[src/rtl/multicycle_ctrl.sv]
// multicycle_ctrl: main control FSM for the multicycle CPU.
// Sequences fetch/decode/execute/memory/writeback and drives every datapath
// select and write enable. Memory states stall on MemReady; a wait counter
// raises a sticky MemTimeout after MEM_WAIT_MAX consecutive stalled cycles.
// Build option: define ILLEGAL_OP_TRAP_EN to send undecoded opcodes to a TRAP
// state and expose an IllegalOp output. Without it, such opcodes act as a NOP.
module multicycle_ctrl #(
  parameter logic [7:0] MEM_WAIT_MAX = 8'd15
) (
  input  logic       Clk,
  input  logic       Reset_n,
  input  logic [5:0] Op,
  input  logic       MemReady,
  output logic       PCWrite,
  output logic       PCWriteCond,
  output logic       IorD,
  output logic       MemRead,
  output logic       MemWrite,
  output logic       IRWrite,
  output logic       MemtoReg,
  output logic       RegDst,
  output logic       RegWrite,
  output logic       ALUSrcA,
  output logic [1:0] ALUSrcB,
  output logic [1:0] ALUOp,
  output logic [1:0] PCSource,
  output logic       MemTimeout,
  output logic [3:0] State
`ifdef ILLEGAL_OP_TRAP_EN
  ,
  output logic       IllegalOp
`endif
);

  localparam logic [5:0] OpRtype = 6'b000000;
  localparam logic [5:0] OpLw    = 6'b100011;
  localparam logic [5:0] OpSw    = 6'b101011;
  localparam logic [5:0] OpBeq   = 6'b000100;
  localparam logic [5:0] OpJ     = 6'b000010;
  localparam logic [5:0] OpAddi  = 6'b001000;
  localparam logic [5:0] OpAndi  = 6'b001100;
  localparam logic [5:0] OpOri   = 6'b001101;

  // ALU operand B encodings
  localparam logic [1:0] SrcBReg   = 2'd0;
  localparam logic [1:0] SrcBOne   = 2'd1;
  localparam logic [1:0] SrcBSext  = 2'd2;
  localparam logic [1:0] SrcBZext  = 2'd3;

  // ALU operation encodings
  localparam logic [1:0] AluAdd   = 2'b00;
  localparam logic [1:0] AluSub   = 2'b01;
  localparam logic [1:0] AluFunct = 2'b10;
  localparam logic [1:0] AluOpc   = 2'b11;

  // PC source encodings
  localparam logic [1:0] PcAlu    = 2'd0;
  localparam logic [1:0] PcAluOut = 2'd1;
  localparam logic [1:0] PcJump   = 2'd2;

  typedef enum logic [3:0] {
    StIdle    = 4'd0,
    StFetch   = 4'd1,
    StDecode  = 4'd2,
    StMemAdr  = 4'd3,
    StMemRd   = 4'd4,
    StMemWb   = 4'd5,
    StMemWr   = 4'd6,
    StRtypeEx = 4'd7,
    StRtypeWb = 4'd8,
    StBranch  = 4'd9,
    StJump    = 4'd10,
    StImmEx   = 4'd11,
    StImmWb   = 4'd12
`ifdef ILLEGAL_OP_TRAP_EN
    ,
    StTrap    = 4'd13
`endif
  } state_e;

  state_e     stateQ, stateD;
  logic [7:0] waitCntQ, waitCntD;
  logic       timeoutQ, timeoutD;
  logic       inWait;

  // Opcode class decode; IR only changes in FETCH so these are stable afterwards.
  logic isLw, isSw, isRtype, isBeq, isJ, isAddi, isLogicImm;
  assign isLw       = (Op == OpLw);
  assign isSw       = (Op == OpSw);
  assign isRtype    = (Op == OpRtype);
  assign isBeq      = (Op == OpBeq);
  assign isJ        = (Op == OpJ);
  assign isAddi     = (Op == OpAddi);
  assign isLogicImm = (Op == OpAndi) || (Op == OpOri);

  // State register, wait counter and sticky timeout flag.
  always_ff @(posedge Clk or negedge Reset_n) begin
    if (!Reset_n) begin
      stateQ   <= StIdle;
      waitCntQ <= 8'd0;
      timeoutQ <= 1'b0;
    end else begin
      stateQ   <= stateD;
      waitCntQ <= waitCntD;
      timeoutQ <= timeoutD;
    end
  end

  // Next-state sequencing.
  always_comb begin
    stateD = stateQ;
    case (stateQ)
      StIdle:   stateD = StFetch;
      StFetch:  stateD = MemReady ? StDecode : StFetch;
      StDecode: begin
        if (isLw || isSw) begin
          stateD = StMemAdr;
        end else if (isRtype) begin
          stateD = StRtypeEx;
        end else if (isBeq) begin
          stateD = StBranch;
        end else if (isJ) begin
          stateD = StJump;
        end else if (isAddi || isLogicImm) begin
          stateD = StImmEx;
        end else begin
`ifdef ILLEGAL_OP_TRAP_EN
          stateD = StTrap;
`else
          stateD = StFetch;
`endif
        end
      end
      StMemAdr:  stateD = isLw ? StMemRd : StMemWr;
      StMemRd:   stateD = MemReady ? StMemWb : StMemRd;
      StMemWb:   stateD = StFetch;
      StMemWr:   stateD = MemReady ? StFetch : StMemWr;
      StRtypeEx: stateD = StRtypeWb;
      StRtypeWb: stateD = StFetch;
      StBranch:  stateD = StFetch;
      StJump:    stateD = StFetch;
      StImmEx:   stateD = StImmWb;
      StImmWb:   stateD = StFetch;
`ifdef ILLEGAL_OP_TRAP_EN
      StTrap:    stateD = StTrap;
`endif
      default:   stateD = StIdle;
    endcase
  end

  // Wait counter: counts stalled cycles within one memory state, cleared on
  // any transition; the timeout fires on the edge after the count hits the limit.
  always_comb begin
    inWait   = (stateQ == StFetch) || (stateQ == StMemRd) || (stateQ == StMemWr);
    waitCntD = waitCntQ;
    if (stateD != stateQ) begin
      waitCntD = 8'd0;
    end else if (inWait && !MemReady && (MEM_WAIT_MAX != 8'd0) && (waitCntQ != 8'hFF)) begin
      waitCntD = waitCntQ + 8'd1;
    end
    timeoutD = timeoutQ || ((MEM_WAIT_MAX != 8'd0) && (waitCntQ == MEM_WAIT_MAX));
  end

  // Datapath control decode; FETCH is the only state whose outputs see MemReady.
  always_comb begin
    PCWrite     = 1'b0;
    PCWriteCond = 1'b0;
    IorD        = 1'b0;
    MemRead     = 1'b0;
    MemWrite    = 1'b0;
    IRWrite     = 1'b0;
    MemtoReg    = 1'b0;
    RegDst      = 1'b0;
    RegWrite    = 1'b0;
    ALUSrcA     = 1'b0;
    ALUSrcB     = SrcBReg;
    ALUOp       = AluAdd;
    PCSource    = PcAlu;
`ifdef ILLEGAL_OP_TRAP_EN
    IllegalOp   = 1'b0;
`endif
    case (stateQ)
      StFetch: begin
        MemRead = 1'b1;
        ALUSrcB = SrcBOne;
        IRWrite = MemReady;
        PCWrite = MemReady;
      end
      // Precompute the branch target into ALUOut.
      StDecode: ALUSrcB = SrcBSext;
      StMemAdr: begin
        ALUSrcA = 1'b1;
        ALUSrcB = SrcBSext;
      end
      StMemRd: begin
        MemRead = 1'b1;
        IorD    = 1'b1;
      end
      StMemWb: begin
        RegWrite = 1'b1;
        MemtoReg = 1'b1;
      end
      StMemWr: begin
        MemWrite = 1'b1;
        IorD     = 1'b1;
      end
      StRtypeEx: begin
        ALUSrcA = 1'b1;
        ALUOp   = AluFunct;
      end
      StRtypeWb: begin
        RegWrite = 1'b1;
        RegDst   = 1'b1;
      end
      StBranch: begin
        ALUSrcA     = 1'b1;
        ALUOp       = AluSub;
        PCWriteCond = 1'b1;
        PCSource    = PcAluOut;
      end
      StJump: begin
        PCWrite  = 1'b1;
        PCSource = PcJump;
      end
      StImmEx: begin
        ALUSrcA = 1'b1;
        if (isAddi) begin
          ALUSrcB = SrcBSext;
        end else begin
          ALUSrcB = SrcBZext;
          ALUOp   = AluOpc;
        end
      end
      StImmWb: RegWrite = 1'b1;
`ifdef ILLEGAL_OP_TRAP_EN
      StTrap:  IllegalOp = 1'b1;
`endif
      default: ;
    endcase
  end

  assign MemTimeout = timeoutQ;
  assign State      = stateQ;

endmodule

[config.mk]
export PLATFORM = sky130hd
export DESIGN_NAME = multicycle_ctrl
export DESIGN_NICKNAME = d
export VERILOG_FILES = /design/src/rtl/multicycle_ctrl.sv
export SDC_FILE = /design/constraint.sdc
export NUM_CORES = 1
export LEC_CHECK = 0
export ABC_CLOCK_PERIOD_IN_PS = 4550
export BUFFER_PORTS_ARGS = -buffer_cell sky130_fd_sc_hd__buf_4
export CORE_MARGIN = 2
export CORE_UTILIZATION = 30
export DETAILED_ROUTE_END_ITERATION = 8
export HOLD_SLACK_MARGIN = 0.06
export PLACE_DENSITY = 0.49
export SYNTH_ARGS = -nofsm -noshare
export SYNTH_HDL_FRONTEND = slang
export SYNTH_SLANG_ARGS = --single-unit
[constraint.sdc]
create_clock -name Clk -period 4.55 [get_ports Clk]
set_clock_uncertainty 0.15 [all_clocks]
set_input_delay 0.2275 -clock Clk [delete_from_list [all_inputs] [get_ports Clk]]
set_output_delay 0.2275 -clock Clk [all_outputs]
set_load 0.02 [all_outputs]
# [Word-level counts from Yosys, hierarchy flattened]
# Cells that the tools add are included.
[totals] memories=0 mem_bits_rw=0 mem_bits_ro=0 out_inout_bits=21 elab_cells=71 register_bits=13 latch_bits=0 input_bits=9
[op_classes] addsub=1 muxes=27 shifts=0 n_reduce_logical=18 n_eq_ne=22 bitwise=0 magnitude_cmp=0 n_mul=0 div=0
[op_table] cell="case mux 4 bit (8 select lines)" count=1
[op_table] cell="== test 4 bit, second input constant" count=5
[op_table] cell="two-way mux 4 bit" count=5
[op_table] cell="== test 6 x 4 -> 1 bit, second input constant" count=3
[op_table] cell="== test 4 x 3 -> 1 bit, second input constant" count=4
[op_table] cell="two-way mux 8 bit" count=2
[op_table] cell="== test 6 bit, second input constant" count=2
[op_table] cell="case mux 2 bit (3 select lines)" count=2
[op_table] cell="two-way mux 1 bit" count=11
[op_table] cell="adder 8 x 1 -> 8 bit, second input constant" count=1
[op_table] cell="== test 4 x 2 -> 1 bit, second input constant" count=2
[op_table] cell="== test 8 x 4 -> 1 bit, second input constant" count=1
[op_table] cell="inequality test 8 bit, second input constant" count=1
[op_table] cell="== test 6 x 2 -> 1 bit, second input constant" count=1
[op_table] cell="== test 6 x 3 -> 1 bit, second input constant" count=1
[op_table] cell="zero test 6 bit" count=1
[op_table] cell="logical OR 1 bit" count=6
[op_table] cell="two-way mux 2 bit" count=3
[op_table] cell="OR reduction 2 bit" count=3
[op_table] cell="OR reduction 6 bit" count=1
[op_table] cell="== test 4 x 1 -> 1 bit, second input constant" count=1
[op_table] cell="zero test 4 bit" count=1
[op_table] cell="inequality test 4 bit" count=1
[op_table] cell="case mux 2 bit (2 select lines)" count=1
[op_table] cell="7 further kinds" count=8

# [Depth between registers and ports, before layout]
[depth] depth_word=11 mapped_depth=6 mapped_depth_nobuf=6

# [Least setup slack after synthesis]
# No wires, ideal clock.
[synth_path] kind="register to register" startpoint="reg stateQ[2], in the netlist State[2]" endpoint="reg waitCntQ[6]" slack_ps=2515 arrival_time_ps=1798 stages_incl_launch_ff=6 setup_ps=87 path_buffers=0 cell_sequence="dfrtp_1 > or4_4 > o21a_1 > o221ai_2 > o2111ai_4 > a211oi_2"
[synth_between] elab_chain_len=6
[synth_rtl] element="start, declared" line_no="81" text="state_e stateQ, stateD;"
[synth_rtl] element="start signal, assigned" line_no="99" text="stateQ <= StIdle;"
[synth_rtl] element="start signal, assigned" line_no="103" text="stateQ <= stateD;"
[synth_rtl] element="parallel branches: the longest is 6 deep, another holds case mux 4 bit (8 select lines)"
[synth_rtl] element="end signal, assigned" line_no="104" text="waitCntQ <= waitCntD;"
[synth_rtl] element="end, declared" line_no="82" text="logic [7:0] waitCntQ, waitCntD;"
# Several ways; the timed one is not identified.
# A chain may end at the register's enable or synchronous reset.

# [Worst setup path in the final report]
[layout_path] startpoint="reg stateQ[0], in the netlist State[0]" endpoint="out PCWrite"
[layout_between] elab_chain_len=2
[layout_rtl] element="== test 4 bit / == test 4 x 1 -> 1 bit (equally long branches)" line_no="182" text="case (stateQ)"
[layout_rtl] element="case mux 1 bit (2 select lines) (*)" line_no="182"
[layout_rtl] element="end, declared" line_no="14" text="output logic PCWrite,"
# Every way passes the cells marked *; elsewhere a longest branch is shown, timed or not.

==> results by group <==
Worst setup path
  – Crit. Startpoint: State[0]$_DFF_PN0_
  – Critical Path Sink Type: primary output
  – CP Max Fanout: 20
  – R2R depth: 5
  – Worst Setup EP: PCWrite
  – Flop-to-flop setup slack: about 2.3 ns
  – R2r startpoint: State[2]$_DFF_PN0_
  – Crit Path Category: flop to primary output
  – Worst path required time: 4.17 ns
  – Critical R2R Capture: waitCntQ[6]$_DFFE_PN0P_
  – CP arrival: between 1.5 and 2 ns
  – Crit start category: flop

Synthesis
  – Seq/Total Area, Yosys: 30.8%
  – Syn Area/Cell: approximately 7.7 µm²
  – Cell count after synthesis: 137
  – Library cells used by synthesis: 39
  – Top FF cell, synth: dfrtp_1
  – Post-Syn Area: 1050 µm²
  – EDFF count, synth: 0
  – Yosys warning count: 0
  – Syn Nets: about 150
  – Top post-synthesis cells by area: dfrtp_1 31%, nor2_1 8.5%, o21ai_0 4.3%
  – Share of the synthesized area in the top cell type: 30.8%
  – Post-synth top area cell: dfrtp_1
  – Async SR Flop Fraction: 100%
  – Yosys reg bits: 13

Min path
  – Worst Hold Depth: 3
  – Worst min path class: input port to flop

STA
  – Setup TNS: 0 ns
  – Worst-Margin Slew: 0.598 ns
  – Final period util: 49.8%
  – Final setup fails: 0
  – Slew Limit Fails: 0
  – Rel. slew slack: 60.1%
  – RSZ-0062 raised after global routing: false
  – WHS: 0.119 ns
  – Min cycle time layout: 2.27 ns
  – Fin. Hold Viols: 0
  – Fmax: 441 MHz

CTS
  – Clk pin slew, worst setup/hold paths: 0.08 ns
  – CTS root buf: clkbuf_4
  – Num Clock Sinks: 13
  – Hold Buf Count CTS: 1
  – Max clock buf depth: 2
  – Postcts setup bufs: 0
  – H-tree level count: 1
  – Post_cts resized: 0
  – CTS tree: built
  – Num CTS Buffers: 3
  – Clk_lat worst skew: 0.27 ns

Detailed routing
  – Number of remaining DRC errors: 0
  – Met2 WL post-DR: 1.35 mm
  – Post-DRT Antenna Nets: 0
  – M1 WL: roughly 1.3 mm
  – 1st-pass router iterations: 4
  – Total number of vias: 1,056
  – Wire per inst: between 10 and 15 µm
  – Routed vias/inst: 5.08
  – DR WL met3: 95 µm
  – Routed wire length: 2.77 mm
  – DR top layer: met4
  – Initial DRC count: 37

Layout
  – Leading cell types in the layout, fill and taps excluded: 29 x buf_4, 24 x nor2_1, 13 x dfrtp_1
  – FF/Latch Area: 325 µm²
  – N_diodes: 0
  – # fillers: a little under 400
  – Layout net count: 173
  – Fin cells: roughly 210
  – Ratio of cells with drive above 1 in the final layout: 23.5%
  – Most common cell after layout, fill and taps aside: buf_4
  – Synth-to-layout area growth: 25.6%
  – Area of the multi-input gates: 666 µm²

Global routing
  – First-pass GRT wire length: 4.91 mm
  – All-Layer GR Usage: around 15%
  – Vias in the first global route: 1,060
  – Pin count of the biggest net entering global routing: 21
  – Overflow after GRT: 0
  – Initial antenna violation count: 0

Floorplanning
  – Core area: 3360 µm²
  – Initial Util: 31.4%
  – # IOs: 30
  – Die span in x: 63.3 µm
  – Rows: 21
  – DIE AREA: 4010 µm²
  – Die Y: 63.3 µm

Power
  – Power Dens Cells: about 500 nW/µm²
  – VDD IR max: 302 µV
  – Final Power: 657 µW
  – Static Leak: 0.000572 µW

Job
  – Max_cap viols: 0

Placed design
  – Post-DP HPWL: roughly 2.1 mm
  – Placed Cells: 203
  – I/O Buffers: 29
  – Routability cong.: 0.733

Outcome
  – Status: finished, final reports clean
## synthesized netlist by cell type (2+ instances only)
| cell type | count |
|---|---|
| a211oi_1 | 3 |
| a21o_1 | 2 |
| a21oi_1 | 8 |
| a311oi_1 | 2 |
| and3_1 | 5 |
| buf_4 | 2 |
| clkbuf_1 | 7 |
| dfrtp_1 | 13 |
| inv_1 | 6 |
| nand2_1 | 9 |
| nand2b_1 | 7 |
| nand3_1 | 4 |
| nor2_1 | 24 |
| nor2b_1 | 4 |
| nor3_1 | 2 |
| nor4_1 | 4 |
| o211ai_1 | 2 |
| o21ai_0 | 9 |
| o31ai_1 | 2 |
| or2_2 | 2 |
| xnor2_1 | 2 |
## worst max-delay path, stage by stage, from the launching register on
cell and delay [ns]:
dfrtp_1 0.72, nand2b_1 0.36, nor2_1 0.09, or2_2 0.28, buf_4 0.16
## registers in the layout (all words and copies together), names as in the netlist
signal,count
MemTimeout,1
State,4
waitCntQ,8
## routing by layer
layer	up-vias	global-route usage [%]
met3	2	1.79
met5	-	0
met2	24	25.7
met1	483	19.8
met4	0	5.71
li1	547	-
## report_power, final
group	internal, µW	total (µW)	switching, µW
logic	170	384	214
clock network	34.0	70.1	36.1
registers	132	203	70.2
## stage by stage
step | setup WS [ns] | utilization (%) | cell area (µm²)
after floorplan | 2.51 | - | 1050
after detailed placement | 2.27 | 38.3 | 1290
after global routing | 2.13 | 39.4 | 1330
after CTS | 2.26 | 39.4 | 1330
final | 2.28 | 39.4 | 1330
after global placement | 2.36 | 38.3 | 1290
## logic make-up (layout without fill, tap and decap cells)
family	count (synthesis)	after routing	share of synthesized area, %
flip-flops	13	13	30.8
buffers and inverters	15	40	6.05
adder cells (fa/ha/maj)	1	1	1.19
XOR/XNOR	3	3	2.49
AND/OR/NAND/NOR	67	67	32.4
AO/OA/AOI/OAI	38	38	27.0
## cell type report
| class | count | share of cell area [%] |
|---|---|---|
| Tap cell | 46 | 4.34 |
| Timing Repair Buffer | 30 | 17.2 |
| Clock buffer | 4 | 1.98 |
| Multi-Input combinational cell | 109 | 50.2 |
| Sequential cell | 13 | 24.6 |
| Inverter | 6 | 1.70 |
## worst min-delay path by stage
stage               slack (ns)  startpoint                       to
floorplan                -0.22     Reset_n     MemTimeout$_DFF_PN0_
global route              0.11       Op[4]       State[1]$_DFF_PN0_
finish                    0.12       Op[4]       State[1]$_DFF_PN0_
detailed placement       -0.07     Reset_n  waitCntQ[6]$_DFFE_PN0P_
CTS                       0.10       Op[4]       State[1]$_DFF_PN0_
global placement         -0.07     Reset_n  waitCntQ[6]$_DFFE_PN0P_
(Power assumes the default switching activity.)
